===== src/rtl/fb_write_ctrl_pkg.sv =====
// Shared constants and fill FSM encoding for the framebuffer write controller.
package fb_write_ctrl_pkg;

  localparam int unsigned FB_HSIZE = 320;
  localparam int unsigned FB_VSIZE = 240;
  localparam int unsigned FB_CW    = 12;
  localparam int unsigned FB_AW    = 10;

  typedef enum logic {
    FS_IDLE = 1'b0,
    FS_RUN  = 1'b1
  } fill_state_e;

endpackage


===== src/rtl/fb_write_ctrl_rect_walker.sv =====
// Raster-order x/y walker for the rectangle fill: loads a start corner and inclusive
// bounds, advances one pixel per unstalled cycle and flags the final pixel.
module fb_write_ctrl_rect_walker
  import fb_write_ctrl_pkg::*;
#(
  parameter int unsigned AW = FB_AW
) (
  input  logic          rclk,
  input  logic          rst,
  input  logic          i_load,
  input  logic [AW-1:0] i_x0,
  input  logic [AW-1:0] i_y0,
  input  logic [AW-1:0] i_x1,
  input  logic [AW-1:0] i_y1,
  input  logic          i_stall,
  output logic [AW-1:0] o_x,
  output logic [AW-1:0] o_y,
  output logic          o_last
);

  logic [AW-1:0] r_x;
  logic [AW-1:0] r_y;
  logic [AW-1:0] r_x0;
  logic [AW-1:0] r_x1;
  logic [AW-1:0] r_y1;

  always_ff @(posedge rclk or negedge rst) begin
    if (!rst) begin
      r_x  <= '0;
      r_y  <= '0;
      r_x0 <= '0;
      r_x1 <= '0;
      r_y1 <= '0;
    end else if (i_load) begin
      r_x  <= i_x0;
      r_y  <= i_y0;
      r_x0 <= i_x0;
      r_x1 <= i_x1;
      r_y1 <= i_y1;
    end else if (!i_stall) begin
      if (r_x == r_x1) begin
        r_x <= r_x0;
        r_y <= r_y + 1'b1;
      end else begin
        r_x <= r_x + 1'b1;
      end
    end
  end

  assign o_x    = r_x;
  assign o_y    = r_y;
  assign o_last = (r_x == r_x1) && (r_y == r_y1);

endmodule


===== src/rtl/fb_write_ctrl.sv =====
// Framebuffer write-side controller: arbitrates CPU pixel stores against a rectangle-fill
// engine and issues at most one two-phase (address, then we/data) pixel write per cycle.
module fb_write_ctrl
  import fb_write_ctrl_pkg::*;
#(
  parameter int unsigned HSIZE = FB_HSIZE,
  parameter int unsigned VSIZE = FB_VSIZE,
  parameter int unsigned CW    = FB_CW,
  parameter int unsigned AW    = FB_AW
) (
  input  logic          rclk,
  input  logic          rst,
  input  logic          cpu_req,
  input  logic [AW-1:0] cpu_x,
  input  logic [AW-1:0] cpu_y,
  input  logic [CW-1:0] cpu_color,
  output logic          cpu_ack,
  input  logic          fill_start,
  input  logic [AW-1:0] fill_x0,
  input  logic [AW-1:0] fill_y0,
  input  logic [AW-1:0] fill_x1,
  input  logic [AW-1:0] fill_y1,
  input  logic [CW-1:0] fill_color,
  output logic          fill_busy,
  output logic          fill_done,
  output logic          we,
  output logic [AW-1:0] haddr,
  output logic [AW-1:0] vaddr,
  output logic [CW-1:0] wdata
);

  localparam logic [AW-1:0] XSize = AW'(HSIZE);
  localparam logic [AW-1:0] YSize = AW'(VSIZE);
  localparam logic [AW-1:0] XLast = AW'(HSIZE - 1);
  localparam logic [AW-1:0] YLast = AW'(VSIZE - 1);

  fill_state_e   r_state;
  fill_state_e   w_state_nxt;
  logic          r_cpu_ack;
  logic          r_alt;
  logic          r_last_pend;
  logic          r_pend_we;
  logic [CW-1:0] r_pend_data;
  logic [AW-1:0] r_haddr;
  logic [AW-1:0] r_vaddr;
  logic          r_we;
  logic [CW-1:0] r_wdata;
  logic          r_fill_busy;
  logic          r_fill_done;
  logic [CW-1:0] r_fill_color;

  logic [AW-1:0] w_x1c;
  logic [AW-1:0] w_y1c;
  logic          w_empty;
  logic          w_start;
  logic          w_load;
  logic          w_fill_req;
  logic          w_cpu_grant;
  logic          w_fill_grant;
  logic          w_issue;
  logic          w_stall;
  logic [AW-1:0] w_walk_x;
  logic [AW-1:0] w_walk_y;
  logic          w_walk_last;
  logic [AW-1:0] w_iss_x;
  logic [AW-1:0] w_iss_y;
  logic [CW-1:0] w_iss_color;
  logic          w_iss_we;

  assign w_x1c   = (fill_x1 > XLast) ? XLast : fill_x1;
  assign w_y1c   = (fill_y1 > YLast) ? YLast : fill_y1;
  assign w_empty = (fill_x0 > w_x1c) || (fill_y0 > w_y1c) ||
                   (fill_x0 >= XSize) || (fill_y0 >= YSize);
  assign w_start = (r_state == FS_IDLE) && fill_start;
  assign w_load  = w_start && !w_empty;

  // The fill stops requesting once its last pixel is issued; it stays in RUN only until
  // that pixel's data phase so busy/done/state all change on the same edge.
  assign w_fill_req   = (r_state == FS_RUN) && !r_last_pend;
  // A held request is still visible during its ack cycle and must not be granted twice.
  assign w_cpu_grant  = cpu_req && !r_cpu_ack && !(r_alt && w_fill_req);
  assign w_fill_grant = w_fill_req && !w_cpu_grant;
  assign w_issue      = w_cpu_grant || w_fill_grant;
  assign w_stall      = !w_fill_grant;

  fb_write_ctrl_rect_walker #(
    .AW(AW)
  ) u_walker (
    .rclk   (rclk),
    .rst    (rst),
    .i_load (w_load),
    .i_x0   (fill_x0),
    .i_y0   (fill_y0),
    .i_x1   (w_x1c),
    .i_y1   (w_y1c),
    .i_stall(w_stall),
    .o_x    (w_walk_x),
    .o_y    (w_walk_y),
    .o_last (w_walk_last)
  );

  always_comb begin
    w_state_nxt = r_state;
    case (r_state)
      FS_IDLE: if (w_load) w_state_nxt = FS_RUN;
      FS_RUN:  if (r_last_pend) w_state_nxt = FS_IDLE;
      default: w_state_nxt = FS_IDLE;
    endcase
  end

  always_comb begin
    w_iss_x     = w_walk_x;
    w_iss_y     = w_walk_y;
    w_iss_color = r_fill_color;
    w_iss_we    = 1'b1;
    if (w_cpu_grant) begin
      w_iss_x     = cpu_x;
      w_iss_y     = cpu_y;
      w_iss_color = cpu_color;
      w_iss_we    = (cpu_x < XSize) && (cpu_y < YSize);
    end
  end

  always_ff @(posedge rclk or negedge rst) begin
    if (!rst) begin
      r_state      <= FS_IDLE;
      r_cpu_ack    <= 1'b0;
      r_alt        <= 1'b0;
      r_last_pend  <= 1'b0;
      r_pend_we    <= 1'b0;
      r_pend_data  <= '0;
      r_haddr      <= '0;
      r_vaddr      <= '0;
      r_we         <= 1'b0;
      r_wdata      <= '0;
      r_fill_busy  <= 1'b0;
      r_fill_done  <= 1'b0;
      r_fill_color <= '0;
    end else begin
      r_state     <= w_state_nxt;
      r_cpu_ack   <= w_cpu_grant;
      r_alt       <= w_cpu_grant && w_fill_req;
      r_last_pend <= w_fill_grant && w_walk_last;
      r_pend_we   <= w_issue && w_iss_we;
      if (w_issue) begin
        r_haddr     <= w_iss_x;
        r_vaddr     <= w_iss_y;
        r_pend_data <= w_iss_color;
      end
      r_we        <= r_pend_we;
      r_wdata     <= r_pend_data;
      r_fill_done <= r_last_pend || (w_start && w_empty);
      if (w_load) begin
        r_fill_busy <= 1'b1;
      end else if (r_last_pend) begin
        r_fill_busy <= 1'b0;
      end
      if (w_start) begin
        r_fill_color <= fill_color;
      end
    end
  end

  assign cpu_ack   = r_cpu_ack;
  assign fill_busy = r_fill_busy;
  assign fill_done = r_fill_done;
  assign we        = r_we;
  assign haddr     = r_haddr;
  assign vaddr     = r_vaddr;
  assign wdata     = r_wdata;

endmodule


===== config.mk =====
export PLATFORM = sky130hd
export DESIGN_NAME = fb_write_ctrl
export DESIGN_NICKNAME = d
export VERILOG_FILES = /design/src/rtl/fb_write_ctrl_pkg.sv /design/src/rtl/fb_write_ctrl_rect_walker.sv /design/src/rtl/fb_write_ctrl.sv
export SDC_FILE = /design/constraint.sdc
export NUM_CORES = 1
export LEC_CHECK = 0
export ABC_AREA = 1
export BUFFER_PORTS_ARGS = -buffer_cell sky130_fd_sc_hd__buf_2
export CAP_MARGIN = 15
export CORE_MARGIN = 1.5
export CORE_UTILIZATION = 50
export DETAILED_ROUTE_END_ITERATION = 12
export GPL_TIMING_DRIVEN = 0
export PLACE_DENSITY = 0.76
export REMOVE_ABC_BUFFERS = 1
export SLEW_MARGIN = 10
export SYNTH_ARGS = -nofsm -noshare
export SYNTH_HDL_FRONTEND = slang
export SYNTH_HIERARCHICAL = 1
export SYNTH_SLANG_ARGS = --single-unit

===== constraint.sdc =====
create_clock -name rclk -period 1.77 [get_ports rclk]
set_clock_uncertainty 0.2 [all_clocks]
set_input_delay 0.0885 -clock rclk [delete_from_list [all_inputs] [get_ports rclk]]
set_output_delay 0.0885 -clock rclk [all_outputs]
set_load 0.02 [all_outputs]

Yosys cells after proc, flatten, opt, wreduce, memory -nomap -nowiden
Cells that the tools add are included.
Widths: inputs -> output; s select.
Cells by class
  $add $sub $neg: 2
  bitwise logic cells: 1
  order comparisons: 8
  equal/unequal tests: 2
  reductions and logical operators: 27
  multiplexer cells: 17
Operators with widths (count)
  $mux 10: 10
  $add 10x1->10 const B: 2
  $eq 10x10->1: 2
  $gt 10x10->1: 2
  $logic_and 1x1->1: 13
  $mux 12: 1
  $ge 10x8->1 const B: 1
  $ge 10x9->1 const B: 1
  $gt 10x8->1 const B: 1
  $gt 10x9->1 const B: 1
  $lt 10x8->1 const B: 1
  $lt 10x9->1 const B: 1
  $reduce_bool 2->1: 3
  $logic_not 1->1: 5
  $logic_or 1x1->1: 5
  $mux 1: 5
  $pmux 1 s2: 1
  $reduce_and 2->1: 1
  $not 1->1: 1
Word-level totals
  output and inout port bits: 36
  register bits: 114

Logic depth before layout (Yosys ltp)
  depth after elaboration: 10
  mapped depth: 22
  mapped depth without buffers: 21

Hierarchy
Netlist, hierarchy kept.
By module, submodules not included
  fb_write_ctrl: times used 1, cells an instance 400, area each 3325.7 sq um
  fb_write_ctrl_rect_walker: times used 1, cells an instance 399, area each 2890.3 sq um

Worst setup path before layout
No wires, ideal clock.
  path kind: input to register
  start: in fill_y1[8]
  end: reg u_walker.r_y[9] (netlist: u_walker/o_y[9])
  arrival: 2.249 ns
  stages: 20
  path buffers: 2
  path slack: -0.798 ns
  required time: 1.452 ns
  path through: nor2_1 -> inv_1 -> nor2_1 -> inv_1 -> or2_2 -> ha_1 -> inv_1 -> nand2_1 -> nand2_1 -> nand3_1 -> nand3_1 -> nand2_1 -> nand4_1 -> inv_1 -> buf_2 -> inv_1 -> clkbuf_1 -> nand3_1 -> nand4_1 -> nand2_1
Between the ends
  longest elaborated chain between the ends: 10
Ends and longest elaborated chain
  start, declared: RTL line fb_write_ctrl.sv:22  | input logic [AW-1:0] fill_y1,
  $gt 10x8->1 (*): RTL line fb_write_ctrl.sv:71  | assign w_y1c = (fill_y1 > YLast) ? YLast : fill_y1;
  $mux 10 (*): RTL line fb_write_ctrl.sv:71
  named net w_y1c[0]: RTL line fb_write_ctrl.sv:53  | logic [AW-1:0] w_y1c;
  $gt 10x10->1 (*): RTL line fb_write_ctrl.sv:72  | assign w_empty = (fill_x0 > w_x1c) || (fill_y0 > w_y1c) ||
  $logic_or 1x1->1 (*) (2 in series): RTL line fb_write_ctrl.sv:72
  $logic_or 1x1->1 (*): RTL line fb_write_ctrl.sv:73  | (fill_x0 >= XSize) || (fill_y0 >= YSize);
  $logic_not 1->1 (*): RTL line fb_write_ctrl.sv:75  | assign w_load = w_start && !w_empty;
  $logic_and 1x1->1 (*): RTL line fb_write_ctrl.sv:75
  named net w_load: RTL line fb_write_ctrl.sv:56  | logic w_load;
  $reduce_bool 2->1 (no source line)
  $reduce_and 2->1 (no source line)
  end signal, assigned: RTL line fb_write_ctrl_rect_walker.sv:36  | r_y <= i_y0;
  end signal, assigned: RTL line fb_write_ctrl_rect_walker.sv:43  | r_y <= r_y + 1'b1;
  end, declared: RTL line fb_write_ctrl_rect_walker.sv:22  | logic [AW-1:0] r_y;
Mark *: on every way through the listed nets, which the timed path passes. The rest lies on a longest branch.
A chain may end at the register's enable or synchronous reset.

Worst setup path in the final report
  start: in fill_x1[7]
  end: reg u_walker.r_x[9] (netlist: u_walker/o_x[9])
Between the ends
  longest elaborated chain between the ends: 9
Ends and longest elaborated chain
  start, declared: RTL line fb_write_ctrl.sv:21  | input logic [AW-1:0] fill_x1,
  $gt 10x9->1 (*): RTL line fb_write_ctrl.sv:70  | assign w_x1c = (fill_x1 > XLast) ? XLast : fill_x1;
  $mux 10 (*): RTL line fb_write_ctrl.sv:70
  named net w_x1c[6]: RTL line fb_write_ctrl.sv:52  | logic [AW-1:0] w_x1c;
  $gt 10x10->1 (*): RTL line fb_write_ctrl.sv:72
  $logic_or 1x1->1 (*) (2 in series): RTL line fb_write_ctrl.sv:72
  $logic_or 1x1->1 (*): RTL line fb_write_ctrl.sv:73
  $logic_not 1->1 (*): RTL line fb_write_ctrl.sv:75
  $logic_and 1x1->1 (*): RTL line fb_write_ctrl.sv:75
  named net w_load: RTL line fb_write_ctrl.sv:56
  $mux 10 or $reduce_bool 2->1 (tied branches)
  end signal, assigned: RTL line fb_write_ctrl_rect_walker.sv:35  | r_x <= i_x0;
  end signal, assigned: RTL line fb_write_ctrl_rect_walker.sv:42  | r_x <= r_x0;
  end signal, assigned: RTL line fb_write_ctrl_rect_walker.sv:45  | r_x <= r_x + 1'b1;
  end, declared: RTL line fb_write_ctrl_rect_walker.sv:21  | logic [AW-1:0] r_x;
Marked as above.

==> summary.md <==
| Metric | Value |
|---|---|
| Status | `complete, but fails checks` |
| Violated checks | `negative setup slack` |
| CTS max path bufs | `2` |
| Worst-path clk slew | `0.05 ns` |
| Final worst-path cycle share | `144%` |
| DRT Pass-1 Iters | `5` |
| Worst hold slack | `0.0449 ns` |
| Hold Vio Cnt, Final | `0` |
| CP required | `1.87 ns` |
| Vias per Instance | `5.43` |
| Most common cell in the synthesized netlist | `nand2_1` |
| WS Path Type | `in -> reg` |
| Crit-path max FO | `10` |
| Sequential share of power | `36.2%` |
| CTS HTree Levels | `4` |
| Placed cell areas | `6910 um2` |
| Synthesized area per cell | `7.78 um2` |
| Worst Setup SP | `fill_x1[7]` |
| Clk pwr share | `42.7%` |
| ANT cells | `0` |
| WP data arrival | `2.64 ns` |
| Clock Sinks | `114` |
| RSZ-0062 raised after global routing | `yes` |
| Register area | `2860 um2` |
| First-pass GRT wire length | `31.5 mm` |
| Via count | `6690` |
| Initial antenna violation count | `0` |
| Worst setup endpoint | `u_walker/o_x[9]` |
| Max Freq | `0.393 GHz` |
| Gr ovfl total | `0` |
| P per Cell Area | `923 nW/um2` |
| Detailed Route Iter0 Violations | `968` |
| Initial Util | `51.5%` |
| Synth cell types | `36` |
| Drt total wl | `21.1 mm` |
| Cell taking the most area after synthesis | `dfrtp_1` |
| Die ar. | `13100 um2` |
| Finished Layout Cells | `1233` |
| Fillers | `709` |
| Share of the synthesized area in the top cell type | `45.9%` |
| CTS tree | `built` |
| Highest-delay cell along the critical path | `ha_4` |
| Core ar. | `12100 um2` |
| # DRC | `0` |
| Comb pwr share | `21.1%` |
| Worst r2r src | `r_state` |
| FP Rows | `40` |
| Power consumption | `8.61 mW` |
| P_leak | `4.83 nW` |
| Clock Latency Late Sink | `0.41 ns` |
| Vias in the first global route | `6609` |
| Reg2Reg Capture Point | `u_walker/o_x[5]` |
| Most instantiated cells after synthesis | `nand2_1 (292), dfrtp_1 (114), inv_1 (94)` |
| Finished Core Util | `77.4%` |
| Pre-CTS setup slack | `-1.85 ns` |
| Peak supply drop | `0.000680 V` |
| Design Area, Final | `9330 um2` |
| Final setup viols | `53` |
| Crit-path cells | `buf_6 -> inv_4 -> nand2_4 -> a21oi_4 -> clkinv_4 -> nor2_4 -> inv_2 -> ha_4 -> nand2_4 -> nor2_4 -> nand4_1 -> nand2_4 -> nand4_1 -> bufinv_8 -> clkinvlp_4 -> buf_6 -> buf_4 -> nand2_1 -> nand2_1 -> nand3_1 -> nand2_1` |
| Largest net degree at the start of global routing | `84` |
| Slew Viols, Final | `0` |
| Layout area overhead | `50.1%` |
| Io pins | `124` |
| NetSw | `2.56 mW` |
| HPWL after DPL | `9.89 mm` |
| Synthesized instance count | `799` |
| Fin Setup TNS | `-29.67 ns` |
| Final ANT Viol Nets | `0` |
| Number of synthesized flops with an enable pin | `0` |
| # nets final | `1163` |
| Synth warn | `6` |
| WL/cell | `17.1 um` |
| Post-synthesis cell area | `6220 um2` |
| Worst setup EP type | `flop` |
| IO Port Bufs | `123` |
| Switching share of power | `29.8%` |
| Register area share after synthesis | `45.9%` |
| Die Width | `115 um` |
| Share of cells above drive strength 1 | `30.1%` |
| Ranking of synthesized cells by area | `dfrtp_1 (46%), nand2_1 (18%), inv_1 (5.7%)` |
| Pint | `6.05 mW` |
| CTS root buf | `clkbuf_16` |
| Final min period | `2.54 ns` |
| Placer Congestion | `0.868` |
| GRT Overall Usage | `31.0%` |
| Crit start category | `input port` |
| Placed instance count | `1071` |
| Num CTS Buffers | `17` |
| Post-layout worst setup margin | `-0.774 ns` |
| Ys async rst share | `100%` |
| Synth Flop Type | `dfrtp_1` |
| DIE HEIGHT | `115 um` |
| Area occupied by multi-input gates | `3180 um2` |
| Max Cap Viol | `0` |
| Hold Crit Class | `in -> reg` |
| Yosys reg bits | `114` |
| Reg2reg path depth | `12` |
| Reg2reg setup slack | `-0.48 ns` |
| Slowest cell delay on critical path | `0.28 ns` |
[cell type report]
class / instances / share of cell area (%)
Clock buffer: 19 / 4.75
Clock inverter: 12 / 2.01
Inverter: 102 / 4.64
Multi-Input combinational cell: 565 / 34.0
Sequential cell: 114 / 30.6
Tap cell: 168 / 2.25
Timing Repair Buffer: 251 / 21.3
Timing Repair inverter: 2 / 0.349
[layout by cell type (no fill, tap or decap), types with 9 or more instances in the layout]
cell type,instances
o21ai_2,14
nand4_1,10
nor2_2,13
nand3_2,17
nand3_1,44
a21oi_1,13
ha_1,19
dlygate4sd3_1,94
dfrtp_1,110
buf_4,19
nand2_4,13
nor2_1,34
xor2_1,10
clkbuf_16,18
inv_2,9
inv_1,81
buf_2,121
o21ai_0,25
nand2_2,24
nand2_1,274
[worst max-delay path, delay by kind of cell]
family	cells	cell delay, ns
AO/OA/AOI/OAI	1	0.14
adder cells (fa/ha/maj)	1	0.28
buffers and inverters	8	0.97
AND/OR/NAND/NOR	11	1.15
[timing repair]
item                       4_1_cts  5_1_grt
pin swaps                       29       14
resized for setup               89       53
setup buffers                   41        5
gates cloned                     9        1
hold buffers                    94        1
setup endpoints to repair       66       60
hold endpoints to repair       206        1
[logic make-up (layout without fill, tap and decap cells)]
group | Yosys count | count (layout) | synth area share, %
other | 2 | 6 | 0.121
XOR/XNOR | 12 | 12 | 1.69
multiplexers | 5 | 5 | 0.805
AND/OR/NAND/NOR | 450 | 453 | 31.6
adder cells (fa/ha/maj) | 22 | 22 | 4.43
buffers and inverters | 127 | 386 | 9.44
AO/OA/AOI/OAI | 67 | 67 | 6.02
flip-flops | 114 | 114 | 45.9
[worst min path at each step]
stage	from	to	slack, ns	depth (start not counted)
final	fill_x1[9]	u_walker/r_x1[7]	0.04	7
after global routing	cpu_req	r_last_pend	0.08	6
after CTS	fill_y0[9]	u_walker/o_y[9]	-0.13	4
after detailed placement	rst	u_walker/r_y1[4]	-0.20	1
after global placement	fill_color[4]	r_fill_color[4]	0.08	3
after floorplan	rst	cpu_ack	-0.41	0
[state kept, by name (all words and copies together) (netlist names)]
| signal | count |
|---|---|
| r_pend_data | 12 |
| u_walker/r_x0 | 10 |
| haddr | 10 |
| we | 1 |
| u_walker/o_x | 10 |
| r_fill_color | 12 |
| r_alt | 1 |
| wdata | 12 |
| u_walker/r_y1 | 10 |
| u_walker/o_y | 10 |
| u_walker/r_x1 | 10 |
| r_last_pend | 1 |
| cpu_ack | 1 |
| vaddr | 10 |
| r_pend_we | 1 |
| fill_done | 1 |
| fill_busy | 1 |
| r_state | 1 |
[metal layers]
metal  wire (um)  share of wire [%]  vias to the layer above  global-route usage, %
met5           0                  0                        -                      0
met4        1020                4.8                        0                   16.9
met3        1800                8.5                      128                   7.94
met2       10100                 48                      481                   52.2
met1        8180                 39                     3071                   36.1
li1            -                  -                     3010                      -
[power groups by stage]
stage | clock network [mW] | logic (mW) | registers [mW]
floorplan | 0 | 0.758 | 3.20
global placement | 0 | 1.32 | 3.11
detailed placement | 0 | 1.36 | 3.12
CTS | 3.68 | 1.63 | 3.08
global route | 3.83 | 1.95 | 3.14
finish | 3.67 | 1.82 | 3.12
(Power assumes the default switching activity.)
